`src/rtl/fsm_frame_scheduler.sv`:
```
// Round-robin scheduler that shares one Mealy sequence detector (AC/BD/E/F) among NREQ requesters.
// Each granted frame is shifted LSB-first through the detector; the per-bit Z mask and its popcount are returned.
module fsm_frame_scheduler #(
  parameter int NREQ    = 4,
  parameter int FRAME_W = 8,
  parameter int CNT_W   = 4,
  localparam int ID_W   = (NREQ > 1) ? $clog2(NREQ) : 1,
  localparam int IDX_W  = (FRAME_W > 1) ? $clog2(FRAME_W) : 1
) (
  input  logic                    clk,
  input  logic                    reset,
  input  logic [NREQ-1:0]         req_valid,
  input  logic [NREQ*FRAME_W-1:0] req_data,
  output logic [NREQ-1:0]         req_ready,
  output logic                    res_valid,
  input  logic                    res_ready,
  output logic [ID_W-1:0]         res_id,
  output logic [FRAME_W-1:0]      res_zmask,
  output logic [CNT_W-1:0]        res_count,
  output logic                    busy,
  output logic [3:0]              det_state
);

  localparam logic [1:0] S_IDLE  = 2'd0;
  localparam logic [1:0] S_SHIFT = 2'd1;
  localparam logic [1:0] S_DONE  = 2'd2;

  localparam logic [3:0] DET_AC = 4'b0001;
  localparam logic [3:0] DET_BD = 4'b0010;
  localparam logic [3:0] DET_E  = 4'b0100;
  localparam logic [3:0] DET_F  = 4'b1000;

  localparam logic [IDX_W-1:0] LAST_IDX = IDX_W'(FRAME_W - 1);
  localparam logic [ID_W-1:0]  PTR_RST  = ID_W'(NREQ - 1);

  logic [1:0]         state_q, state_d;
  logic [3:0]         det_q, det_d;
  logic [FRAME_W-1:0] frame_q, frame_d;
  logic [FRAME_W-1:0] zmask_q, zmask_d;
  logic [CNT_W-1:0]   count_q, count_d;
  logic [IDX_W-1:0]   idx_q, idx_d;
  logic [ID_W-1:0]    id_q, id_d;
  logic [ID_W-1:0]    ptr_q, ptr_d;

  logic               grant_found;
  logic [ID_W-1:0]    grant_idx;
  logic               x;
  logic               z;
  logic [3:0]         det_nxt;

  // Search starts one past the last granted index, so the pointer reset value of NREQ-1 favours req 0 first.
  always_comb begin
    grant_found = 1'b0;
    grant_idx   = '0;
    for (int unsigned k = 1; k <= NREQ; k++) begin
      if (!grant_found && req_valid[(32'(ptr_q) + k) % NREQ]) begin
        grant_found = 1'b1;
        grant_idx   = ID_W'((32'(ptr_q) + k) % NREQ);
      end
    end
  end

  always_comb begin
    x       = frame_q[idx_q];
    z       = 1'b0;
    det_nxt = DET_AC;
    case (det_q)
      DET_AC: begin det_nxt = x ? DET_BD : DET_E;  z = x;    end
      DET_BD: begin det_nxt = x ? DET_BD : DET_F;  z = 1'b0; end
      DET_E:  begin det_nxt = x ? DET_F  : DET_AC; z = x;    end
      DET_F:  begin det_nxt = x ? DET_AC : DET_BD; z = 1'b0; end
      default: begin det_nxt = DET_AC; z = 1'b0; end
    endcase
  end

  always_comb begin
    state_d   = state_q;
    det_d     = det_q;
    frame_d   = frame_q;
    zmask_d   = zmask_q;
    count_d   = count_q;
    idx_d     = idx_q;
    id_d      = id_q;
    ptr_d     = ptr_q;
    req_ready = '0;
    case (state_q)
      S_IDLE: begin
        if (grant_found) begin
          req_ready[grant_idx] = 1'b1;
          frame_d = req_data[int'(grant_idx) * FRAME_W +: FRAME_W];
          id_d    = grant_idx;
          zmask_d = '0;
          count_d = '0;
          det_d   = DET_AC;
          idx_d   = '0;
          state_d = S_SHIFT;
        end
      end
      S_SHIFT: begin
        zmask_d[idx_q] = z;
        count_d = count_q + CNT_W'(z);
        det_d   = det_nxt;
        idx_d   = idx_q + IDX_W'(1);
        if (idx_q == LAST_IDX) begin
          state_d = S_DONE;
        end
      end
      S_DONE: begin
        if (res_ready) begin
          state_d = S_IDLE;
          ptr_d   = id_q;
        end
      end
      default: state_d = S_IDLE;
    endcase
  end

  always_ff @(posedge clk or posedge reset) begin
    if (reset) begin
      state_q <= S_IDLE;
      det_q   <= DET_AC;
      frame_q <= '0;
      zmask_q <= '0;
      count_q <= '0;
      idx_q   <= '0;
      id_q    <= '0;
      ptr_q   <= PTR_RST;
    end else begin
      state_q <= state_d;
      det_q   <= det_d;
      frame_q <= frame_d;
      zmask_q <= zmask_d;
      count_q <= count_d;
      idx_q   <= idx_d;
      id_q    <= id_d;
      ptr_q   <= ptr_d;
    end
  end

  assign res_valid = (state_q == S_DONE);
  assign busy      = (state_q != S_IDLE);
  assign res_id    = id_q;
  assign res_zmask = zmask_q;
  assign res_count = count_q;
  assign det_state = det_q;

endmodule

```
`config.mk`:
```
export PLATFORM = sky130hd
export DESIGN_NAME = fsm_frame_scheduler
export DESIGN_NICKNAME = d
export VERILOG_FILES = /design/src/rtl/fsm_frame_scheduler.sv
export SDC_FILE = /design/constraint.sdc
export NUM_CORES = 1
export LEC_CHECK = 0
export ABC_AREA = 1
export CORE_UTILIZATION = 48
export CTS_CLUSTER_DIAMETER = 150
export DETAILED_ROUTE_END_ITERATION = 7
export GPL_TIMING_DRIVEN = 0
export PLACE_DENSITY_LB_ADDON = 0.05
export SLEW_MARGIN = 30
export SYNTH_ARGS = -nofsm -noshare
export SYNTH_HDL_FRONTEND = slang
export SYNTH_SLANG_ARGS = --single-unit
```
`constraint.sdc`:
```
create_clock -name clk -period 2.74 [get_ports clk]
set_input_delay 0.548 -clock clk [delete_from_list [all_inputs] [get_ports clk]]
set_output_delay 0.548 -clock clk [all_outputs]
set_load 0.02 [all_outputs]
```
Yosys cells after proc, flatten, opt, wreduce, memory -nomap -nowiden
Cells that the tools add are included.
- bits in latches: 0
- output and inout port bits: 24
- word-level logic and storage cells: 92
- ROM bits: 0
- memory bits (writable): 0
- memories kept: 0
- input bits: 39
- bits in registers: 33
- multiply operators: 0
- add/subtract/negate cells: 6
- div/mod/pow operators: 0
- equal/unequal tests: 10
- mux-type cells: 43
- $lt $le $gt $ge: 8
- reductions and logical operators: 16
- bitwise operators: 0
- shift operators: 1
- operators with widths (kind ; number):
    $shiftx 32x6->8 ; 1
    $mux 4 ; 6
    $mux 2 ; 8
    $pmux 4 s2 ; 2
    $pmux 4 s4 ; 1
    $pmux 8 s2 ; 1
    $lt 2x3->1 const B ; 5
    $mux 1 ; 12
    $bmux 1 s2 ; 4
    $bwmux 8 ; 1
    $mux 8 ; 1
    $mux 3 ; 2
    $pmux 2 s3 ; 1
    $pmux 3 s2 ; 1
    $reduce_and 2->1 ; 3
    $logic_and 1x1->1 ; 5
    $add 2x1->2 const B ; 2
    $add 2x2->2 const B ; 2
    $add 4x1->4 ; 1
    $eq 4x1->1 const B ; 1
    $eq 4x2->1 const B ; 1
    $eq 4x3->1 const B ; 1
    $eq 4x4->1 const B ; 1
    $lt 3x4->1 const B ; 1
    other kinds (16) ; 20

Depth between registers and ports, before layout
- word-level depth: 19
- gate-level depth with buffers: 17
- mapped depth without buffers: 15

Worst setup path before layout
No wires, ideal clock.
- path type: reg2out
- start: reg ptr_q[1]
- end: out req_ready[0]
- buffers on the path: 2
- slack: 185 ps
- data arrival time: 2007 ps
- stages on the path, launching flop included: 13
- data required time: 2192 ps
- path through: dfstp_2 buf_2 inv_2 nand2_1 nand2_2 nand2_1 nand2_1 a21oi_1 nand2_2 nand2_2 buf_6 inv_1 nor3_1
- longest elaborated chain between the ends: 19
- elaborated cells between the ends (all ways): 33
- those cells by class: add/sub: 4; order compare: 2; mux: 20; reduce/logical: 7
- RTL lines (item ; line ; RTL):
    start: declaration ; 43 ; logic [ID_W-1:0] ptr_q, ptr_d;
    start signal: assignment ; 136 ; ptr_q <= ptr_d;
    $add 2x1->2 ; 56, 58 ;
    $bmux 1 s2 ; 56 ; if (!grant_found && req_valid[(32'(ptr_q) + k) % NREQ]) begin
    $mux 1 (implied by the code) ; 56 ;
    $mux 1 ; 56 ;
    $logic_not 1->1 ; 56 ;
    $logic_and 1x1->1 ; 56 ;
    $mux 1 ; 56 ;
    $logic_not 1->1 ; 56 ;
    [3 not listed] ; n/a ;
    $logic_and 1x1->1 ; 56 ;
    $mux 2 ; 56 ;
    $lt 2x3->1 (implied by the code) or $ge 2x1->1 (tied branches) ; 89 ; req_ready[grant_idx] = 1'b1;
    $logic_and 1x1->1 (implied by the code) ; 89 ;
    $mux 1 (implied by the code) ; 89 ;
    $demux 1 s2 ; 89 ;
    $mux 4 * ; 88 ; if (grant_found) begin
    $mux 4 * ; 86 ; case (state_q)
    end: declaration ; 14 ; output logic [NREQ-1:0] req_ready,
Every way passes the cells marked *; elsewhere a longest branch is shown, timed or not. The select of a mux whose other input is x is not followed.

Worst setup path in the final report
- start: reg ptr_q[0]
- end: out req_ready[1]
Same word-level chain as after synthesis.

==> metrics <==
required time worst endpoint 2.19 ns; Primary FF master, synth dfrtp_1; total core area 4324 um2; largest net degree at the start of global routing 34; DRT antenna net count 0; Hold Startpoint frame_q[2]; fraction of registers with async set/reset 1.000; Power Density 1253 nW/um2; Die X 69.06 um; DRT Pass-1 Iters 6; top-area cell type share of the netlist area 0.3478; routability cong. 0.8233; Synth area leaders dfrtp_1 35%, nand2_1 24%, nand3_1 8.6%; metal2 WL 2715 um; crit-path cells buf_6 > nand2_1 > nand2_2 > nand2_1 > nand2_2 > inv_2 > nand3b_1 > nand2_4 > buf_6 > nor3_4 > buf_6; Layout Skew 0.005485 ns; post-synth net total 366; Worst Setup Path Type register to output port; total routed wirelength 5417 um; wire per inst 11.96 um; number of synthesized register bits 33; Top Layer Used met4; CP arrival 2.18 ns; Slowest-stage cell, CP dfstp_2; EDFF count, synth 0; Multi-input gate area 1285 um2; TritonCTS clock tree done; Slew @ Worst Pin 0.6685 ns; crit path time final 2.726 ns; synth-to-layout area growth 47.71%; DIE AREA 4769 um2; worst setup margin 0.01394 ns; Worst VDD drop 0.7719 mV; vias per std cell 5.099; overall routing resource usage 0.2243; R2R cell count 14; RR Endpoint res_count[1]; Avg Cell Area, Syn 6.682 um2; Crit. End Element output port; # IOs 63; Hold Vio Cnt, Final 0; r2r startpoint idx_q[0]; status completed; # hold bufs at CTS 0; height of the die 69.06 um; IO Port Bufs 62; Met3 Wirelength 217 um; post-synth cell types 28; layout cell share with drive strength beyond 1 0.1870; Syn. warnings 0; number of global-route vias before repair 2043; Via Count 2310; Maximum Capacitance Violations 0; sequential fraction of the synthesis area 0.3843; sequential cell area 829.5 um2; R2R setup slack 0.43 ns; Sinks on Clock Net 33; leakage 1.594 nW; Power, Total 3.995 mW; starting density of the core 0.4991; worst-skew pair later-pin latency 0.29 ns; final instance area 3188 um2; Num CTS Buffers 5; # rows 24; unrepaired setup endpoints after global routing yes; initial antenna violation count 0; Placed Instance Area 2844 um2; DR iter-0 viols 59; post-synth top area cell dfrtp_1; M1 WL 2406 um; Mapped Area 2158 um2; Worst Hold Class register to register; Synth Instances 323; Worst setup SP type register; Root Driver clkbuf_8; grt total ovfl 0; H-tree depth 2; dpl hpwl 3849 um; Inserted Diodes 0; Final period util 0.9949; Bufs on Longest Clock Path 2; Pins Over Slew Limit 0; global-route wire length before repair 8832 um; Slew headroom 0.5537; Hold Path End frame_q[2]; CP peak stage delay 0.58 ns; Crit Path Max Fanout 10; CP dominant cell by count buf_6; CTS clk-pin slew, worst paths 0.07 ns; DRC Markers 0; Fill cells 348; setup_tns 0 ns; hold path depth 2; pre-CTS WS -0.6251 ns; maximum clock rate 366.8 MHz; setup violators final 0; number of nets in the layout 443
-- where the power goes --
part	switching, mW	internal, mW	leakage (nW)
registers	0.153	0.698	0.422
clock network	0.177	0.296	0.0585
logic	1.63	1.04	1.11
total	1.96	2.04	1.59
-- cells by family (layout without fill, tap and decap cells) --
family	after synthesis	after routing	share of synthesized area
and+or+nand+nor	215	215	0.4296
AOI/OAI and AO/OA	31	31	0.07884
adders and majority gates	4	4	0.02319
buffers and inverters	40	118	0.08406
DFF	33	33	0.3843
-- layer usage --
layer	track usage	vias to the layer above
met5	0	-
met4	0.07029	0
met3	0.03947	11
met2	0.3776	57
met1	0.2932	1056
li1	-	1186
-- cells in the mapped netlist (2+ instances only) --
cell type and instances:
inv_1 25, nor2_4 2, nor3_1 7, nand2_1 139, ha_1 4, buf_6 3, o22ai_1 2, nor2_1 16
buf_2 4, inv_2 5, nand4_1 3, nand2_4 2, o21ai_1 3, dfstp_2 3, clkbuf_1 2, nand3_1 37
o21ai_0 19, nand2_2 6, a21oi_1 3, dfrtp_1 30
-- critical path: cells and delay by family (launching register included) --
kind | cells | cell delay, ns
AND/OR/NAND/NOR | 7 | 0.80
buffers and inverters | 4 | 0.51
flip-flops | 1 | 0.58
-- state kept, by name (all words and copies together), names as in the netlist --
register,count
det_state,4
state_q,2
res_count,4
res_id,2
frame_q,8
ptr_q,2
res_zmask,8
idx_q,3
-- cells in the final DEF, fill, tap and decap left out, types with 2 or more instances in the layout --
cell,n
o21ai_2,2
buf_2,2
nand2_1,122
nand3_1,37
nor3_4,2
clkbuf_1,3
nand2_4,3
inv_2,3
nand2_2,21
nand4_1,3
dfrtp_1,30
buf_4,10
dlymetal6s2s_1,3
o22ai_1,2
buf_6,8
inv_1,23
inv_4,4
nor2_4,7
ha_1,4
clkdlybuf4s50_1,54
o21ai_0,19
dfstp_2,3
clkbuf_8,6
a21oi_1,2
nor2_1,12
nor3_1,5
-- worst max-delay path by stage --
stage | startpoint | depth (start not counted) | slack (ns) | end
final | ptr_q[0] | 11 | 0.01 | req_ready[1]
after global routing | ptr_q[0] | 11 | -0.08 | req_ready[0]
after CTS | req_valid[0] | 12 | 0.001 | req_ready[1]
after detailed placement | req_valid[0] | 10 | -0.63 | req_ready[0]
after global placement | req_valid[0] | 10 | -0.62 | req_ready[1]
after floorplan | ptr_q[1] | 12 | 0.19 | req_ready[0]
-- layout make-up --
type                            instances  share of cell area
Multi-Input combinational cell        250              0.4031
Tap cell                               52             0.02041
Clock buffer                            7             0.02708
Buffer                                  8             0.01845
Inverter                               30             0.03846
Timing Repair Buffer                   72              0.2229
Clock inverter                          1            0.009419
Sequential cell                        33              0.2602
-- metrics by stage --
stage	std cells	utilization	hold WS [ns]
6_report	453	0.7373	0.4862
5_1_grt	453	0.7373	0.5152
4_1_cts	450	0.6999	0.4880
3_5_place_dp	437	0.6577	0.4699
3_3_place_gp	437	0.6577	0.4667
2_1_floorplan	323	-	0.4488
-- repair_timing --
action | 4_1_cts | 5_1_grt
pin swaps | 4 | 12
setup buffers | 6 | 4
endpoints found under the setup margin | 4 | 6
gates resized for setup | 34 | 41
Note: power is estimated with default switching activity, not from simulation.
